<file path="config.mk">
export PLATFORM = sky130hd
export DESIGN_NAME = conv_window_gen
export DESIGN_NICKNAME = d
export VERILOG_FILES = /design/src/rtl/conv_window_gen_pkg.sv /design/src/rtl/conv_line_buf.sv /design/src/rtl/conv_window_gen.sv
export SDC_FILE = /design/constraint.sdc
export NUM_CORES = 2
export LEC_CHECK = 0
export CAP_MARGIN = 20
export CORE_ASPECT_RATIO = 1.5
export CORE_UTILIZATION = 37
export DETAILED_ROUTE_END_ITERATION = 8
export PLACE_DENSITY = 0.53
export SETUP_SLACK_MARGIN = 0.02
export SLEW_MARGIN = 20
export SYNTH_ARGS = -nofsm -noshare
export SYNTH_HDL_FRONTEND = slang
export SYNTH_SLANG_ARGS = --single-unit
</file>
<file path="constraint.sdc">
create_clock -name i_clk -period 88.3 [get_ports i_clk]
set_input_delay 17.66 -clock i_clk [delete_from_list [all_inputs] [get_ports i_clk]]
set_output_delay 17.66 -clock i_clk [all_outputs]
set_load 0.02 [all_outputs]
</file>
<file path="src/rtl/conv_window_gen_pkg.sv">
// conv_window_gen_pkg: constants and types shared by the 3x3 window generator.
//   TAPS / TAP_MC : tap count and centre-tap index (tap k = row k/3, col k%3)
//   pix_t / win_t : pixel word and 9-tap window at the default 1 x 32-bit width
//   tap_idx()     : (row, col) -> tap index
package conv_window_gen_pkg;
  localparam int TAPS          = 9;
  localparam int TAP_MC        = 4;
  localparam int PIX_DATA_BITS = 32;
  localparam int PIX_CH        = 1;

  typedef logic [PIX_CH*PIX_DATA_BITS-1:0] pix_t;
  typedef pix_t [TAPS-1:0]                  win_t;

  function automatic int tap_idx(input int row, input int col);
    return row * 3 + col;
  endfunction
endpackage

</file>
<file path="src/rtl/conv_line_buf.sv">
// conv_line_buf: two chained row delays of DEPTH pixels each, sharing one
// advance enable.
//   i_clk  : clock
//   i_en   : advance (shift both delays by one pixel)
//   i_pix  : pixel entering the first delay
//   o_row1 : pixel pushed DEPTH advances ago (one grid row up)
//   o_row2 : pixel pushed 2*DEPTH advances ago (two grid rows up)
// Contents are never reset; stale entries are masked downstream.
module conv_line_buf
  import conv_window_gen_pkg::*;
#(
  parameter int DEPTH = 28,
  parameter int PW    = 32
) (
  input  logic          i_clk,
  input  logic          i_en,
  input  logic [PW-1:0] i_pix,
  output logic [PW-1:0] o_row1,
  output logic [PW-1:0] o_row2
);
  logic [PW-1:0] r_l1 [DEPTH];
  logic [PW-1:0] r_l2 [DEPTH];

  assign o_row1 = r_l1[DEPTH-1];
  assign o_row2 = r_l2[DEPTH-1];

  always_ff @(posedge i_clk) begin
    if (i_en) begin
      r_l1[0] <= i_pix;
      r_l2[0] <= r_l1[DEPTH-1];
      for (int i = 1; i < DEPTH; i++) begin
        r_l1[i] <= r_l1[i-1];
        r_l2[i] <= r_l2[i-1];
      end
    end
  end
endmodule

</file>
<file path="src/rtl/conv_window_gen.sv">
// conv_window_gen: raster pixel stream -> 3x3 sliding windows with optional
// one-pixel zero border and stride 1/2, single registered output stage.
//   i_clk, i_rst        : clock, synchronous active-high reset
//   i_in_data/valid     : input pixel, raster order; o_in_ready accepts it
//   o_out_win           : 9 taps, tap 0 in LSBs; o_out_valid / i_out_ready
//   o_out_row/col       : output coordinate; o_out_last marks final window
module conv_window_gen
  import conv_window_gen_pkg::*;
#(
  parameter int WIDTH     = 28,
  parameter int HEIGHT    = 28,
  parameter int DATA_BITS = 32,
  parameter int CH        = 1,
  parameter int PAD       = 0,
  parameter int STRIDE    = 1
) (
  input  logic                         i_clk,
  input  logic                         i_rst,
  input  logic [CH*DATA_BITS-1:0]      i_in_data,
  input  logic                         i_in_valid,
  output logic                         o_in_ready,
  output logic [9*CH*DATA_BITS-1:0]    o_out_win,
  output logic                         o_out_valid,
  input  logic                         i_out_ready,
  output logic [$clog2(HEIGHT)-1:0]    o_out_row,
  output logic [$clog2(WIDTH)-1:0]     o_out_col,
  output logic                         o_out_last
);
  localparam int PW     = CH * DATA_BITS;
  localparam int GW     = WIDTH + PAD;
  localparam int GH     = HEIGHT + PAD;
  localparam int RW     = $clog2(GH);
  localparam int CW     = $clog2(GW);
  localparam int ORW    = $clog2(HEIGHT);
  localparam int OCW    = $clog2(WIDTH);
  // Largest emitted coordinate, rounded down to the stride grid.
  localparam int LAST_R = ((HEIGHT - 3 + 2*PAD) / STRIDE) * STRIDE;
  localparam int LAST_C = ((WIDTH  - 3 + 2*PAD) / STRIDE) * STRIDE;

  logic [RW-1:0]                   r_row;
  logic [CW-1:0]                   r_col;
  logic [1:0][2:0][PW-1:0]         r_sr;        // columns c-2, c-1 (rows 0..2)
  logic [TAPS-1:0][PW-1:0]         r_out_win;
  logic                            r_out_valid;
  logic [ORW-1:0]                  r_out_row;
  logic [OCW-1:0]                  r_out_col;
  logic                            r_out_last;

  int                              w_orow, w_ocol;
  logic                            w_virt, w_emit, w_can_adv, w_adv;
  logic [PW-1:0]                   w_pix, w_lb1, w_lb2;
  logic [2:0][PW-1:0]              w_newcol;
  logic [2:0][2:0][PW-1:0]         w_cols;
  logic [TAPS-1:0][PW-1:0]         w_win;

  conv_line_buf #(.DEPTH(GW), .PW(PW)) u_lb (
    .i_clk  (i_clk),
    .i_en   (w_adv),
    .i_pix  (w_pix),
    .o_row1 (w_lb1),
    .o_row2 (w_lb2)
  );

  always_comb begin
    w_orow    = int'(r_row) - 2 + PAD;
    w_ocol    = int'(r_col) - 2 + PAD;
    w_virt    = (PAD != 0) && (int'(r_row) == HEIGHT || int'(r_col) == WIDTH);
    w_emit    = (w_orow >= 0) && (w_ocol >= 0) &&
                ((w_orow % STRIDE) == 0) && ((w_ocol % STRIDE) == 0);
    // One output register: only advance if the produced window has a slot.
    w_can_adv = !r_out_valid || i_out_ready || !w_emit;
    o_in_ready = !i_rst && !w_virt && w_can_adv;
    w_adv     = !i_rst && w_can_adv && (w_virt || i_in_valid);
    w_pix     = w_virt ? '0 : i_in_data;
    w_newcol  = {w_pix, w_lb1, w_lb2};
    w_cols    = {w_newcol, r_sr};
    // Zero any tap outside the real frame; this also hides stale line-buffer
    // rows at frame start and the previous row's tail at column wrap.
    for (int i = 0; i < 3; i++) begin
      for (int j = 0; j < 3; j++) begin
        w_win[tap_idx(i, j)] =
          ((w_orow - PAD + i >= 0) && (w_orow - PAD + i < HEIGHT) &&
           (w_ocol - PAD + j >= 0) && (w_ocol - PAD + j < WIDTH)) ? w_cols[j][i] : '0;
      end
    end
  end

  always_ff @(posedge i_clk) begin
    if (i_rst) begin
      r_row       <= '0;
      r_col       <= '0;
      r_sr        <= '0;
      r_out_win   <= '0;
      r_out_valid <= 1'b0;
      r_out_row   <= '0;
      r_out_col   <= '0;
      r_out_last  <= 1'b0;
    end else begin
      if (w_adv) begin
        r_sr[0] <= r_sr[1];
        r_sr[1] <= w_newcol;
        if (int'(r_col) == GW - 1) begin
          r_col <= '0;
          r_row <= (int'(r_row) == GH - 1) ? '0 : r_row + RW'(1);
        end else begin
          r_col <= r_col + CW'(1);
        end
      end
      if (w_adv && w_emit) begin
        r_out_valid <= 1'b1;
        r_out_win   <= w_win;
        r_out_row   <= w_orow[ORW-1:0];
        r_out_col   <= w_ocol[OCW-1:0];
        r_out_last  <= (w_orow == LAST_R) && (w_ocol == LAST_C);
      end else if (i_out_ready) begin
        r_out_valid <= 1'b0;
      end
    end
  end

  assign o_out_win   = r_out_win;
  assign o_out_valid = r_out_valid;
  assign o_out_row   = r_out_row;
  assign o_out_col   = r_out_col;
  assign o_out_last  = r_out_last;
endmodule

</file>
# Word-level counts from Yosys, hierarchy flattened
# Memory sizes are Yosys's and may differ from the RTL's.
# Cells that the tools add are included.
# Widths: inputs -> output; s select.
dict set report word_totals {
  ff_bits 502
  ramBits 1792
  in_bits 36
  memories 2
}
# memory words word_bits rd rd_clocked_by_memory_dff wr line
set memory_table {}
lappend memory_table {u_lb.r_l1 28 32 28 0 28 conv_line_buf.sv:21} ;# logic [PW-1:0] r_l1 [DEPTH];
lappend memory_table {u_lb.r_l2 28 32 28 0 28 conv_line_buf.sv:22} ;# logic [PW-1:0] r_l2 [DEPTH];
dict set report op_classes {
  add_sub_neg 8
  magnitude_cmp 12
  eq_ne 4
  n_mux 15
  reduce_logical 33
}
# op count
set op_table {}
lappend op_table {{$mux 32} 9}
lappend op_table {{$ge 7x1->1 const B} 4}
lappend op_table {{$lt 7x6->1 const B} 4}
lappend op_table {{$logic_and 1x1->1} 26}
lappend op_table {{$add 6x2->7 const B} 2}
lappend op_table {{$add 6x3->7 const B} 2}
lappend op_table {{$eq 6x6->1 const B} 2}
lappend op_table {{$ge 6x1->1 const B} 2}
lappend op_table {{$lt 6x6->1 const B} 2}
lappend op_table {{$sub 5x2->6 const B} 2}
lappend op_table {{$add 5x1->5 const B} 2}
lappend op_table {{$eq 5x4->1 const B} 2}
lappend op_table {{$mux 5} 2}
lappend op_table {{$mux 1} 4}
lappend op_table {{$logic_not 1->1} 3}
lappend op_table {{$logic_or 1x1->1} 2}
lappend op_table {{$reduce_and 2->1} 1}
lappend op_table {{$reduce_bool 2->1} 1}

# Longest topological paths before layout
dict set report logic_depth {
  ltp_word 9
  mapped_depth 11
}

# Modules after synthesis
# A second synthesis with hierarchy kept.
dict set report unflattened {
  hier_cells 3791
  area_unflattened_um2 72159.2
}
# mod instances cells_each area_each_um2 seq_area_each_um2
set modules_own_cells {}
lappend modules_own_cells {conv_line_buf 1 1856 54292.1 53811.6}
lappend modules_own_cells {conv_window_gen 1 1935 17867.1 10049.6}

# Worst setup path before layout
# Ideal clock, no wire load.
dict set report synth_timing {
  path_kind {input-to-reg}
  from {input port i_rst}
  to {memory u_lb.r_l1[0][0] (enable)}
  t_arrival_ns 66.646
  required_time_ns 85.447
  slack_ns 18.801
  stages 5
  path_buffers 3
  path_cell_list {nand2b_1 a31oi_1 buf_2 buf_2 buf_1}
}
# item line
set synth_rtl {}
lappend synth_rtl {{from (decl)} conv_window_gen.sv:18} ;# input logic i_rst,
lappend synth_rtl {{to (decl)} conv_line_buf.sv:21}

# Final worst setup path
dict set report layout_timing {
  from {input port i_out_ready}
  to {output port o_in_ready}
}
dict set report layout_between {
  elab_chain_len 3
}
# item line
set layout_lines {}
lappend layout_lines {{from (decl)} conv_window_gen.sv:24} ;# input logic i_out_ready,
lappend layout_lines {{$logic_or 1x1->1 (2 in series)} conv_window_gen.sv:71} ;# w_can_adv = !r_out_valid || i_out_ready || !w_emit;
lappend layout_lines {{$logic_and 1x1->1} conv_window_gen.sv:72} ;# o_in_ready = !i_rst && !w_virt && w_can_adv;
lappend layout_lines {{to (decl)} conv_window_gen.sv:21} ;# output logic o_in_ready,
# No other way between the ends.

==> results.sh <==
export IMPL_coreArea_um2=190000
export IMPL_avgSynthCellArea_um2=20.2
export IMPL_grt_pass1_wl_mm=182
export IMPL_cts_hold_buffers_added=0
export IMPL_std_cell_rows=196
export IMPL_clk_latency_ns=0.82
export IMPL_initialDrtViolationCount=2729
export IMPL_io_pins=337
export IMPL_grtUsageMet2_pct=18.0
export IMPL_yosysWarnings=0
export IMPL_syn_num_nets=3562
export IMPL_path_clk_slew_ns=0.06
export IMPL_clk_path_buf_depth=3
export IMPL_cts_resized=0
export IMPL_power_density_nw_per_um2=25.3
export IMPL_area_growth_pct=18.4
export IMPL_arrival_ns=19.65
export IMPL_ys_types=55
export IMPL_grt_overflow=0
export IMPL_cts_buffers=212
export IMPL_rsz0062_at_grt="false"
export IMPL_worst_pin_slew_ns=1.14
export IMPL_p_leak_uw=0.0273
export IMPL_skew_ns=0.0300
export IMPL_ys_seq_elements=2294
export IMPL_crit_type="in -> out"
export IMPL_synth_area_leaders="edfxtp_1, dfxtp_1, nand2_1, a32o_1, a22o_1"
export IMPL_wl_per_cell_um=17.9
export IMPL_max_cap_violations=0
export IMPL_cp_data_required_time_ns=70.64
export IMPL_fin_cells=6613
export IMPL_cts_root_buffer="clkbuf_16"
export IMPL_grt_use_met3_pct=4.50
export IMPL_vdd_drop_max_mv=0.0194
export IMPL_synth_top_cell_by_area="edfxtp_1"
export IMPL_routed_wirelength_mm=118
export IMPL_via_per_inst=4.69
export IMPL_min_path_type="reg -> reg"
export IMPL_status="completed"
export IMPL_vias=31000
export IMPL_cts_sinks=2294
export IMPL_finalCriticalPeriod_ns=37.31
export IMPL_cts_setup_buffers=0
export IMPL_synthCells=3514
export IMPL_synth_seq_area_share_pct=90.1
export IMPL_final_nets=4000
export IMPL_cp_start_kind="input pin"
export IMPL_use_met1_pct=15.9
export IMPL_yosys_area_top_type_share_pct=76.0
export IMPL_final_setup_tns_ns=0
export IMPL_dp_hpwl_mm=65.3
export IMPL_start_util_pct=37.3
export IMPL_place_gp_congestion=0.783
export IMPL_die_area_um2=193000
export IMPL_busiest_layer="met2"
export IMPL_htree_levels=4
export IMPL_die_h_um=538
export IMPL_grt_pass1_vias=30500
export IMPL_final_hold_violation_count=0
export IMPL_critical_path_peak_fanout=6
export IMPL_grt_max_degree=204
export IMPL_finalCritPeriodShare_pct=42.3
export IMPL_async_reset_ff_share_pct=0
export IMPL_cts_tree="done"
export IMPL_synth_area_um2=70800
export IMPL_drive_gt1_share_pct=8.56
export IMPL_drv_slew=0
export IMPL_ys_flop_type="edfxtp_1"
export IMPL_drcViolationCount=0
export IMPL_max_freq_ghz=0.0268
export IMPL_crit_path_end_kind="output pin"
export IMPL_grt_total_usage_pct=12.1
export IMPL_antenna_left=0
export IMPL_slew_headroom_pct=23.1
export IMPL_io_buffers=336
export IMPL_antenna_found_initial=4
export IMPL_dpl_cell_count=6212
export IMPL_firstDrtPassIters=5
export IMPL_die_w_um=359
export IMPL_synth_edf_count=1792
export IMPL_setup_viol_count_final=0
-- worst paths after layout --
path              cells after the start                         from                          end  slack (ns)
hold / removal                        0  u_lb.r_l1[1][335]$_DFFE_PN_  u_lb.r_l1[1][367]$_DFFE_PN_        0.40
hold reg to reg                       0  u_lb.r_l1[1][335]$_DFFE_PN_  u_lb.r_l1[1][367]$_DFFE_PN_        0.40
setup reg to reg                      9        r_col[1]$_SDFFE_PP0N_  u_lb.r_l2[21][11]$_DFFE_PN_       81.77
setup / recovery                      4                  i_out_ready                   o_in_ready       50.99
-- metal layers --
layer,up-vias,wire (µm),part of all wire (%)
met5,-,0,0
met4,0,3900,3.3
met3,223,10100,8.5
met2,822,52000,44
met1,15500,52200,44
li1,14400,-,-
-- worst max-delay path: stages --
cell and delay (ns):
clkdlybuf4s50_1 0.40, nor2b_1 0.72, a31oi_1 0.25, clkdlybuf4s50_1 0.62
-- metrics by stage --
stage	utilization, %	hold slack, ns	area (µm²)	setup WS, ns	total power (µW)
2_1_floorplan	-	0.400	70800	18.80	1340
3_3_place_gp	40.6	0.400	77100	51.04	1270
3_5_place_dp	40.6	0.405	77200	51.03	1270
4_1_cts	44.1	0.404	83900	51.02	2160
5_1_grt	44.1	0.405	83900	50.95	2200
6_report	44.1	0.401	83900	50.99	2120
-- kinds of logic after synthesis --
logic type	Yosys count	share of synthesized area, %
fa+ha+maj	12	0.212
mux	3	0.0424
xor+xnor	15	0.185
compound gates	524	5.60
flops	2294	90.1
simple gates	496	2.83
buf+inv	170	0.989
-- area by class of cell --
type                    instances  area [µm²]
well taps                    2475        3100
fillers                     16300      106000
diodes                          1        2.50
multi-input cells            1050        6390
repair buffers                383        3790
clock buffers                 292        5790
clock inverters               107         911
inverters                      11        48.8
flip-flops and latches       2294       63900
-- cell usage after synthesis (2+ instances only) --
master and number:
nor2_1 59, a22o_1 128, a31oi_1 3, nor3_2 2
dfxtp_1 502, o21ai_1 14, nand3_1 3, clkbuf_1 118
buf_1 6, nand2_1 398, a32o_1 128, nor4_2 2
nor2b_1 4, nor3_1 7, a32oi_1 32, edfxtp_1 1792
xnor2_1 9, a21oi_1 10, ha_1 12, buf_6 3
nand2b_1 4, a21o_1 2, buf_2 32, mux2i_1 3
or3b_1 2, nor3b_1 2, inv_1 10, and3_1 2
a211oi_1 6, or4_1 2, xor2_1 6, o21ai_0 188
-- report_power, final --
group | internal, µW | total [µW] | switching, µW
registers | 1200 | 1220 | 12.8
clock network | 489 | 871 | 382
logic | 5.93 | 34.4 | 28.4
total | 1700 | 2120 | 423
-- state kept, by name, summed over array words and instances (netlist names) --
register,flops
o_out_col,5
o_out_valid,1
o_out_last,1
r_col,5
r_row,5
o_out_row,5
u_lb.r_l2,896
o_out_win,288
r_sr,192
u_lb.r_l1,896
-- cell usage in the layout (no fill, tap or decap), drive strengths merged, types with 2 or more instances in the layout --
master         Yosys  routed
a211oi             7       7
a21o               2       2
a21oi             10      10
a22o             128     128
a31oi              4       4
a32o             128     128
a32oi             32      32
and3               2       2
buf               41      48
bufinv             0      10
clkbuf           118     292
clkdlybuf4s50      0     335
clkinv             1      84
clkinvlp           0       5
dfxtp            502     502
edfxtp          1792    1792
ha                12      12
inv               10      19
mux2i              3       3
nand2            398     398
nand2b             4       4
nand3              3       3
nor2              59      59
nor2b              4       4
nor3               9       9
nor3b              2       2
nor4               3       3
nor4b              2       2
o21ai            202     202
or3b               2       2
or4                3       3
xnor2              9       9
xor2               6       6
Note: power is estimated with default switching activity, not from simulation.
